$ cat src/rtl/regfile_rdport_arbiter_if.sv
// Register-file read-port bus: requester side, mux side and tagged read return.
// master = decode/debug logic plus the 32:1 mux; slave = the arbiter.
interface regfile_rdport_arbiter_if #(
   parameter int NREQ = 3,
   parameter int DW   = 32,
   parameter int AW   = 5
);
   logic [NREQ-1:0]    Req;
   logic [NREQ*AW-1:0] Addr;
   logic               Stall;
   logic [NREQ-1:0]    Gnt;
   logic [AW-1:0]      Sel;
   logic [DW-1:0]      MuxDout;
   logic [DW-1:0]      RdData;
   logic               RdValid;
   logic [1:0]         RdId;

   modport slave (
      input  Req, Addr, Stall, MuxDout,
      output Gnt, Sel, RdData, RdValid, RdId
   );

   modport master (
      output Req, Addr, Stall, MuxDout,
      input  Gnt, Sel, RdData, RdValid, RdId
   );
endinterface

$ cat src/rtl/regfile_rdport_arbiter.sv
// Round-robin arbiter sharing one register-file read port among NREQ requesters.
// S0: combinational grant; S1: registered mux select; S2: captured data tagged
// with the owning requester. Stall freezes every register.
module regfile_rdport_arbiter #(
   parameter int NREQ    = 3,
   parameter int DW      = 32,
   parameter int AW      = 5,
   parameter bit ZERO_R0 = 1'b1
) (
   input  logic                   Clk,
   input  logic                   Rst,
   regfile_rdport_arbiter_if.slave bus
);
   // Requester ids travel on a 2-bit RdId, so NREQ is capped at 4.
   localparam int IW = 2;

   logic [AW-1:0]     addr_a [NREQ];
   logic [2*NREQ-1:0] req2;
   logic [NREQ-1:0]   req_rot;
   logic [NREQ-1:0]   gnt;
   logic              gnt_any;
   logic [IW-1:0]     gnt_idx;
   int                slot;

   logic [AW-1:0] sel_q,      sel_d;
   logic          v1_q,       v1_d;
   logic [IW-1:0] id1_q,      id1_d;
   logic [IW-1:0] ptr_q,      ptr_d;
   logic [DW-1:0] rd_data_q,  rd_data_d;
   logic          rd_valid_q, rd_valid_d;
   logic [IW-1:0] rd_id_q,    rd_id_d;

   for (genvar g = 0; g < NREQ; g++) begin : g_addr
      assign addr_a[g] = bus.Addr[g*AW +: AW];
   end

   // Round-robin pick: rotate Req so the pointer lands on bit 0, take the
   // first set bit, then map the offset back to a requester index mod NREQ.
   always_comb begin
      req2    = {bus.Req, bus.Req};
      req_rot = req2[ptr_q +: NREQ];
      gnt_any = 1'b0;
      gnt_idx = '0;
      slot    = 0;
      gnt     = '0;
      if (!Rst && !bus.Stall) begin
         for (int j = 0; j < NREQ; j++) begin
            if (!gnt_any && req_rot[j]) begin
               gnt_any = 1'b1;
               slot    = int'(ptr_q) + j;
               if (slot >= NREQ) slot = slot - NREQ;
               gnt_idx = IW'(slot);
            end
         end
      end
      if (gnt_any) gnt[gnt_idx] = 1'b1;
   end

   // Next state for S1 (select/id/valid/pointer) and S2 (data capture).
   // Sel only moves on a grant so the mux select never toggles needlessly.
   always_comb begin
      sel_d      = sel_q;
      v1_d       = v1_q;
      id1_d      = id1_q;
      ptr_d      = ptr_q;
      rd_data_d  = rd_data_q;
      rd_valid_d = rd_valid_q;
      rd_id_d    = rd_id_q;
      if (!bus.Stall) begin
         if (gnt_any) begin
            sel_d = addr_a[gnt_idx];
            id1_d = gnt_idx;
            v1_d  = 1'b1;
            ptr_d = (gnt_idx == IW'(NREQ-1)) ? '0 : gnt_idx + IW'(1);
         end else begin
            v1_d = 1'b0;
         end
         rd_valid_d = v1_q;
         rd_id_d    = id1_q;
         if (v1_q) begin
            rd_data_d = (ZERO_R0 && sel_q == '0) ? '0 : bus.MuxDout;
         end
      end
   end

   // Pipeline registers; async reset discards any read in flight.
   always_ff @(posedge Clk or posedge Rst) begin
      if (Rst) begin
         sel_q      <= '0;
         v1_q       <= 1'b0;
         id1_q      <= '0;
         ptr_q      <= '0;
         rd_data_q  <= '0;
         rd_valid_q <= 1'b0;
         rd_id_q    <= '0;
      end else begin
         sel_q      <= sel_d;
         v1_q       <= v1_d;
         id1_q      <= id1_d;
         ptr_q      <= ptr_d;
         rd_data_q  <= rd_data_d;
         rd_valid_q <= rd_valid_d;
         rd_id_q    <= rd_id_d;
      end
   end

   assign bus.Gnt     = gnt;
   assign bus.Sel     = sel_q;
   assign bus.RdData  = rd_data_q;
   assign bus.RdValid = rd_valid_q;
   assign bus.RdId    = rd_id_q;
endmodule

$ cat src/flat_wrapper.sv
// flat-port wrapper written by rule: the top's interface ports become plain ports
module regfile_rdport_arbiter_flat 
#(
   parameter int NREQ    = 3,
   parameter int DW      = 32,
   parameter int AW      = 5,
   parameter bit ZERO_R0 = 1'b1
)
  (Clk, Rst, bus_Req, bus_Addr, bus_Stall, bus_MuxDout, bus_Gnt, bus_Sel, bus_RdData, bus_RdValid, bus_RdId);
  regfile_rdport_arbiter_if #(.NREQ(NREQ), .DW(DW), .AW(AW)) bus_i ();
  input  logic Clk;
  input  logic Rst;
  input wire logic [$bits(bus_i.Req)-1:0] bus_Req;
  input wire logic [$bits(bus_i.Addr)-1:0] bus_Addr;
  input wire logic [$bits(bus_i.Stall)-1:0] bus_Stall;
  input wire logic [$bits(bus_i.MuxDout)-1:0] bus_MuxDout;
  output wire logic [$bits(bus_i.Gnt)-1:0] bus_Gnt;
  output wire logic [$bits(bus_i.Sel)-1:0] bus_Sel;
  output wire logic [$bits(bus_i.RdData)-1:0] bus_RdData;
  output wire logic [$bits(bus_i.RdValid)-1:0] bus_RdValid;
  output wire logic [$bits(bus_i.RdId)-1:0] bus_RdId;
  assign bus_i.Req = bus_Req;
  assign bus_i.Addr = bus_Addr;
  assign bus_i.Stall = bus_Stall;
  assign bus_i.MuxDout = bus_MuxDout;
  assign bus_Gnt = bus_i.Gnt;
  assign bus_Sel = bus_i.Sel;
  assign bus_RdData = bus_i.RdData;
  assign bus_RdValid = bus_i.RdValid;
  assign bus_RdId = bus_i.RdId;
  regfile_rdport_arbiter #(.NREQ(NREQ), .DW(DW), .AW(AW), .ZERO_R0(ZERO_R0)) u_core (.Clk(Clk), .Rst(Rst), .bus(bus_i));
endmodule
$ cat config.mk
export PLATFORM = sky130hd
export DESIGN_NAME = regfile_rdport_arbiter_flat
export DESIGN_NICKNAME = d
export VERILOG_FILES = /design/src/rtl/regfile_rdport_arbiter_if.sv /design/src/rtl/regfile_rdport_arbiter.sv /design/src/flat_wrapper.sv
export SDC_FILE = /design/constraint.sdc
export NUM_CORES = 1
export LEC_CHECK = 0
export ABC_AREA = 1
export BUFFER_PORTS_ARGS = -buffer_cell sky130_fd_sc_hd__buf_2
export CORE_MARGIN = 2
export CORE_UTILIZATION = 43
export CTS_CLUSTER_SIZE = 20
export DETAILED_ROUTE_END_ITERATION = 8
export GPL_ROUTABILITY_DRIVEN = 0
export GPL_TIMING_DRIVEN = 0
export PLACE_DENSITY = 0.85
export SYNTH_ARGS = -nofsm -noshare
export SYNTH_HDL_FRONTEND = slang
export SYNTH_SLANG_ARGS = --single-unit
$ cat constraint.sdc
create_clock -name Clk -period 1.7 [get_ports Clk]
set_input_delay 0.085 -clock Clk [delete_from_list [all_inputs] [get_ports Clk]]
set_output_delay 0.085 -clock Clk [all_outputs]
set_load 0.05 [all_outputs]
==> results list, run 1 <==
* Final total negative setup slack: -1347 ps
* DRT met1 WL: around 2300 um
- Port-buffer cells: 95
- Die width: between 70 and 80 um
- Clock slew at the register clock pins of the worst setup and hold paths: 80 ps
* Most common cell after layout, fill and taps aside: sky130_fd_sc_hd__nand2_1
* Dominant delay contributor by cell family on the critical path: simple AND/OR/NAND/NOR gates
* Cell types occupying the most area after synthesis: sky130_fd_sc_hd__dfrtp_1 50%, sky130_fd_sc_hd__nand2_1 17%, sky130_fd_sc_hd__nand3_1 11%, sky130_fd_sc_hd__nand3_2 5.3%, sky130_fd_sc_hd__nor2_1 3.0%
- Wire length of the first global-routing pass: around 9000 um
- Area growth, synth to finish: 34.13%
- Largest net degree at the start of global routing: 44
* Number of clock buffers inserted by TritonCTS: 5
* Cell type contributing the most total cell area after synthesis: sky130_fd_sc_hd__dfrtp_1
- Ratio of routed vias to standard cells: 4.806
* Highest-delay cell along the critical path: sky130_fd_sc_hd__dfrtp_2
- Vert. Die Dim: between 70 and 80 um
- The detail route stage leaves a number of antenna-violating nets equal to 0.
- DIE AREA: roughly 5800 um2
- For this run, the detailed router's first-pass iteration total came to 4.
* Detailed-route wire length per cell: approximately 12 um
- For this run, the number of Yosys warnings is 0.
- Sequential element share of the synthesized area: 0.5011
- After detailed routing, the number of remaining DRC violations is 0.
- Setup Skew: 5.856 ps
- The clock tree synthesis step divided the H-tree into 2 levels.
- Tightest slew margin relative to the limit: 0.6972
- Initial Utilization: 0.4428
- Highest achievable clock rate: 509.6 MHz
- The routed design uses around 2700 um of met2 wire.
* LEAKAGE: about 1.7 nW
- Synthesized netlist net count: approximately 330
* Place WS: -150.8 ps
- Power per Cell Area: between 2000 and 2500 nW/um2
- Of the post-synthesis cell area, the dominant cell type holds 0.5011.
- Crit path largest cell delay: 470 ps
- Violations in the final reports: setup timing
- Data on the critical path arrives at its endpoint at between 1500 and 2000 ps.
- Most frequent cells in the layout: 97 x sky130_fd_sc_hd__nand2_1, 92 x sky130_fd_sc_hd__buf_2, 50 x sky130_fd_sc_hd__nand3_1, 43 x sky130_fd_sc_hd__dfrtp_1, 16 x sky130_fd_sc_hd__nor2_1
- The run finished, with violations left.
- Critical path class: flop to output pin
- In the global route stage, overall resource usage came out at 0.1887.
- Of the cells placed in the final design, the portion with a size suffix greater than 1 is 0.3812.
- The worst setup path is captured at an output pin.
* Netlist cell types: 21
- Maximum net fanout on the critical path: 6
- For this design, the sink count on the clock tree is 45.
- For this run the aggregate overflow at the end of global routing stands at 0.
- The routed design has 5309 um of wire.
- Counting every instance in the synthesized netlist gives ~270.
* Ant diodes: 0
- Required time of the critical path: between 1500 and 2000 ps
- CP cell instances: inv_4 -> nand2_2 -> nand2_1 -> nand2_2 -> nand2_2 -> nand3_2 -> nand3_2 -> nand3_2 -> buf_6 -> nor2_2 -> buf_6
- Final worst setup slack: -262.4 ps
- Average size of a mapped cell: roughly 8.2 um2
- Setup repair after global routing missed its margin: yes
- After floorplanning, the core was sized to cover approximately 5100 um2.
* Maximum clock path buffer count: 2
- Via count: roughly 2.2k
- Detailed-routed wire length on met3: about 290 um
* Post-synthesis register bit count: between 40 and 50
- Worst setup SP type: flop
- Counting the fill cells in the layout gives around 450.
- After the last flow step, the layout net total stands at 441.
- Setup violations remaining at the end of the flow were counted as 8.
- Number of antenna violations at the first check in global routing: 0
- For the pin with the worst max-slew slack, the measured transition is between 400 and 500 ps.
* Power, Total: about 6.2 mW
- Post-Synthesis Cell Area: approximately 2200 um2
- The floorplan has 26 rows.
* TritonCTS clock tree: done
- VDD sags by at most 0.001046 V.
- 96 I/O pins were placed.
- Combined buffer and inverter count along the critical path: 3
- Vias in the first global route: 2,098
* Final Critical Period: slightly below 2000 ps
- Dividing the final minimum period by the clock period gives 1.154.
- DPL Wire Length: 4002 um
- The number of endpoints with negative hold slack in the final report came to 0.
- At the later pin of the worst-skew pair, clock insertion delay measures between 200 and 300 ps.
- Slew Viols, Final: 0
- Worst min-delay path class: input port to flop
- Number of max-cap violations: 0
- Clock tree synthesis selected as its root buffer the cell sky130_fd_sc_hd__clkbuf_8.
- The highest layer touched by signal routing is met4.
- Number of DRC markers after the initial detailed-route iteration: slightly below 80
## worst register-to-register path: stages (launching register included)
cell                      delay (ps)
sky130_fd_sc_hd__dfrtp_2         470
sky130_fd_sc_hd__inv_4           110
sky130_fd_sc_hd__nand2_2          60
sky130_fd_sc_hd__nand2_1          80
sky130_fd_sc_hd__nand2_2          60
sky130_fd_sc_hd__nand2_2          90
sky130_fd_sc_hd__nand3_2         100
sky130_fd_sc_hd__nand3_2         100
sky130_fd_sc_hd__nand3_2          90
sky130_fd_sc_hd__buf_6           150
sky130_fd_sc_hd__buf_4           160
sky130_fd_sc_hd__nand3_1          80
sky130_fd_sc_hd__nand2_1          50
sky130_fd_sc_hd__nor2_1          100
sky130_fd_sc_hd__nor2_1           60
## registers in the layout, summed over array words and instances, names as in the netlist
name	cells
u_core.bus.Sel	5
u_core.ptr_q	2
u_core.bus.RdId	2
u_core.bus.RdValid	1
u_core.bus.RdData	32
u_core.v1_q	1
u_core.id1_q	2
## power breakdown
group	switching (mW)	internal (mW)	total [mW]
logic	2.75	0.987	3.74
registers	0.291	1.54	1.83
clock network	0.314	0.270	0.585
## logic make-up after synthesis
| family | count (synthesis) | share of synthesized area |
|---|---|---|
| flops | 45 | 0.5011 |
| buf+inv | 27 | 0.05345 |
| compound gates | 5 | 0.01225 |
| simple gates | 193 | 0.4109 |
| fa+ha+maj | 4 | 0.02227 |
## per-stage QoR
| stage | util | hold slack [ps] | cells | cell area [um2] |
|---|---|---|---|---|
| floorplan | - | 192.3 | 274 | 2257 |
| global placement | 0.5557 | 308.6 | 439 | 2820 |
| detailed placement | 0.5597 | -28.22 | 440 | 2840 |
| CTS | 0.5905 | 18.12 | 452 | 2997 |
| global route | 0.5939 | 27.35 | 453 | 3014 |
| finish | 0.5939 | 20.49 | 453 | 3014 |
## worst paths after layout
kind	slack [ps]	end	from	depth (start not counted)
worst max-delay path	-260	bus_Gnt[2]	u_core.ptr_q[0]	11
worst max register to register	-170	u_core.bus.Sel[3]	u_core.ptr_q[0]	14
worst min register to register	470	u_core.bus.RdData[19]	u_core.bus.RdData[19]	2
worst min-delay path	20	u_core.bus.RdData[4]	bus_MuxDout[4]	3
min in group asynchronous	240	u_core.ptr_q[1]	Rst	3
max in group asynchronous	1050	u_core.bus.RdData[25]	Rst	4
## metal layers
| metal | GRT usage | vias to the layer above |
|---|---|---|
| li1 | - | 1096 |
| met1 | 0.2269 | 1006 |
| met2 | 0.3487 | 70 |
| met3 | 0.02844 | 5 |
| met4 | 0.05455 | 0 |
| met5 | 0 | - |
## cells in the mapped netlist
cell type                  number
sky130_fd_sc_hd__nor3_1         1
sky130_fd_sc_hd__buf_4          1
sky130_fd_sc_hd__nand3b_1       1
sky130_fd_sc_hd__nor2_8         1
sky130_fd_sc_hd__buf_6          2
sky130_fd_sc_hd__nand2_2        6
sky130_fd_sc_hd__nor2_4         2
sky130_fd_sc_hd__clkbuf_1       9
sky130_fd_sc_hd__o22ai_1        2
sky130_fd_sc_hd__nand3_1       50
sky130_fd_sc_hd__nand2_1      100
sky130_fd_sc_hd__nor2_1        18
sky130_fd_sc_hd__inv_2          5
sky130_fd_sc_hd__o21ai_0        2
sky130_fd_sc_hd__nand3_2       12
sky130_fd_sc_hd__dfrtp_1       45
sky130_fd_sc_hd__ha_1           4
sky130_fd_sc_hd__nand2_4        1
sky130_fd_sc_hd__nand4_1        1
sky130_fd_sc_hd__inv_1         10
sky130_fd_sc_hd__o21ai_1        1
## repair_timing
action / CTS / global route
setup buffers: 5 / 1
pin swaps: 0 / 1
gates resized for setup: 13 / 3
endpoints found under the setup margin: 10 / 11
hold endpoints to repair: 45 / 0
hold buffers: 1 / 0
## final cells by class
class	count	area, um2	area share
inverters	15	61.31	0.02034
clock inverters	1	5.005	0.001660
well taps	70	87.58	0.02906
repair buffers	103	580.6	0.1926
clock buffers	5	68.82	0.02283
multi-input cells	202	1018	0.3379
flip-flops and latches	45	1129	0.3744
plain buffers	12	63.81	0.02117
Note: power is estimated with default switching activity, not from simulation.
==> inputs of run 2 (changes only) <==
Settings changed: CORE_UTILIZATION 43 to 51, PLACE_DENSITY 0.85 to 0.94, REMOVE_ABC_BUFFERS set to 1.
Clock period 1.7 ns to 2.49 ns, I/O delays scaled along.
==> run 2 against run 1 <==
Against the previous run:
- the run now ends clean
- final cell count is 7.3% lower
- count of clock-buffer cells in the layout is the same
- sequential cell count did not move
- combinational power down 34%
- hold slack better by 16 ps
- worst setup slack better by 440 ps
- via count shrank 0.28%
- non-clock buffer count is 17 lower
- final area down 4.0%
- critical endpoint is now bus_Gnt[0]
- largest cell class unchanged
- highest routed layer unchanged
==> results list, run 2 (synthesized netlist as in run 1, its figures left out) <==
* Critical path class: flop to output pin
- The register with the most flip-flops in the layout has 32 of them.
* Largest net degree at the start of global routing: 44
- Place WS: roughly 460 ps
* Worst min-delay path class: input port to flop
* Number of clock buffers inserted by TritonCTS: 5
- Setup repair after global routing left no endpoint under its margin.
* Seq. cell area: approximately 1100 um2
- The top cell types in the final layout, fill and taps aside, are 100 x sky130_fd_sc_hd__nand2_1, 94 x sky130_fd_sc_hd__buf_2, 50 x sky130_fd_sc_hd__nand3_1, 45 x sky130_fd_sc_hd__dfrtp_1, 17 x sky130_fd_sc_hd__nor2_1.
- The worst setup path is captured at an output pin.
- Along the worst hold path, the cell count comes to 3.
* Initial Utilization: 0.5233
- Timing would allow up to roughly 430 MHz.
- Maximum net fanout on the critical path: 11
- WP data arrival: between 2000 and 2500 ps
- Via count: ~2.2k
- After legalization and detailed placement, the total HPWL measured about 4000 um.
- Share of cells above drive strength 1: 0.3641
* Net total in the final layout: about 420
* Number of max-cap violations: 0
* Count of boundary I/O pins: 96
* Setup-violating endpoint count in the final report: 0
* Worst setup SP type: flop
* Clock insertion delay at the later pin of the skew report: 300 ps
- Vias in the first global route: between 2k and 2.5k
* Placeable core area: approximately 4300 um2
- The layout has approximately 370 filler cells.
- Measured along the y axis, the die boundary spans around 70 um.
- Slew Viols, Final: 0
- DIE AREA: approximately 5000 um2
- Leftover overflow at the end of global routing: 0
- After the first detailed-routing iteration, the DRC count stood at 106.
* Wire length of the first global-routing pass: a little over 9000 um
- Detailed-routing iteration count for the pre-antenna-repair pass: 4
- The H-tree generated during clock tree synthesis spans 2 levels.
- Fin. Hold Viols: 0
* Worst Reg2Reg Path Length in Cells: 6
- After detailed routing, the average wire length per cell comes to 13.33 um.
- Wirelength, routed: roughly 5600 um
- Number of antenna violations at the first check in global routing: 0
- Num Clock Sinks: 45
* Port-buffer cells: 95
- Area growth, synth to finish: 28.79%
* Final worst setup slack: 174.4 ps
- Data on the critical path is required at its endpoint by 2370 ps.
- The detail route stage leaves a number of antenna-violating nets equal to 0.
* Die width: roughly 70 um
- Hold timing on the final database bottoms out at a slack of around 37 ps.
- Post-CTS timing repair inserted 0 buffers for setup.
- Across the routed clock network, the largest skew measured is around 8.2 ps.
* TritonCTS clock tree: done
- In this run the cell area measured after placement is about 2800 um2.
* Worst vdd ir: approximately 0.00076 V
- Global-route usage over all layers: 0.2347
* Worst-margin pin slew: roughly 1000 ps
- DR DRC count: 0
- Final total negative setup slack: 0 ps
- Measured against its own limit, the worst slew margin works out to 0.2997.
- Final cell area excluding filler cells: a little under 3000 um2
- In the routed layout, each cell is associated on average with a via count of between 5 and 6.
* Fraction of the cycle the final worst path needs: 0.9300
* Area taken by multi-input logic gates: 1018 um2
- LEAKAGE: between 1.5 and 2 nW
* Run status: finished clean
* Clock slew at the register clock pins of the worst setup and hold paths: around 90 ps
- Final Critical Period: around 2300 ps
* Ant diodes: 0
* Power per Cell Area: between 1000 and 1500 nW/um2
- CTS placed an instance of sky130_fd_sc_hd__clkbuf_8 at the clock tree root.
* Most common cell after layout, fill and taps aside: sky130_fd_sc_hd__nand2_1
- Maximum clock path buffer count: 2
- The floorplan has 24 rows.
-- run 2: changes by cell type in the layout (fill, tap and decap cells not counted), moves of 3 or more --
cell,delta
sky130_fd_sc_hd__nand2_1,+3
sky130_fd_sc_hd__clkbuf_1,-9
sky130_fd_sc_hd__buf_4,-5
sky130_fd_sc_hd__buf_6,-4
sky130_fd_sc_hd__nand2_2,-3
-- run 2: where the power goes --
part	internal [mW]	switching, mW	total [mW]
clock network	0.199	0.260	0.459
registers	1.05	0.195	1.24
logic	0.592	1.88	2.47
total	1.84	2.34	4.17
-- run 2: through the flow --
stage	power (mW)	utilization	instances
2_1_floorplan	3.110	-	262
3_3_place_gp	3.608	0.6343	409
3_5_place_dp	3.700	0.6460	411
4_1_cts	4.164	0.6693	420
5_1_grt	4.424	0.6740	420
6_report	4.172	0.6740	420
-- run 2: layer usage --
layer  global-route usage  vias up  routed length (um)
li1                     -     1065                   -
met1               0.2989     1017                2400
met2               0.4015       79                2795
met3              0.04473       10                 300
met4              0.07692        0                 102
met5                    0        -                   0
-- run 2: layout make-up --
cell class | instances | area share
sequential | 45 | 0.3891
multi-input combinational | 202 | 0.3519
timing repair buffer | 98 | 0.1850
clock buffer | 5 | 0.02378
tap | 52 | 0.02248
inverter | 15 | 0.02032
clock inverter | 3 | 0.007350
-- run 2: worst max-delay path, stage by stage (launching register included) --
cell and delay [ps]:
sky130_fd_sc_hd__dfrtp_1 490, sky130_fd_sc_hd__inv_2 130, sky130_fd_sc_hd__ha_1 340, sky130_fd_sc_hd__inv_1 70, sky130_fd_sc_hd__nand4_1 190, sky130_fd_sc_hd__nand3_4 210
sky130_fd_sc_hd__nand2_1 100, sky130_fd_sc_hd__nor2_1 140, sky130_fd_sc_hd__buf_4 220
-- run 2: path summary, 6_finish.rpt --
| path | startpoint | to | slack (ps) |
|---|---|---|---|
| worst max-delay path | u_core.ptr_q[0] | bus_Gnt[0] | 170 |
| worst min-delay path | bus_MuxDout[7] | u_core.bus.RdData[7] | 40 |
| worst max register to register | u_core.v1_q | u_core.bus.RdData[26] | 570 |
| worst min register to register | u_core.bus.RdData[16] | u_core.bus.RdData[16] | 480 |
| max in group asynchronous | Rst | u_core.bus.RdData[16] | 1830 |
| min in group asynchronous | Rst | u_core.bus.Sel[1] | 240 |
-- run 2: repair_timing --
action | in CTS | in global routing
endpoints found under the hold margin | 45 | 0
resized for setup | 0 | 5
endpoints found under the setup margin | 0 | 2
hold buffers | 1 | 0
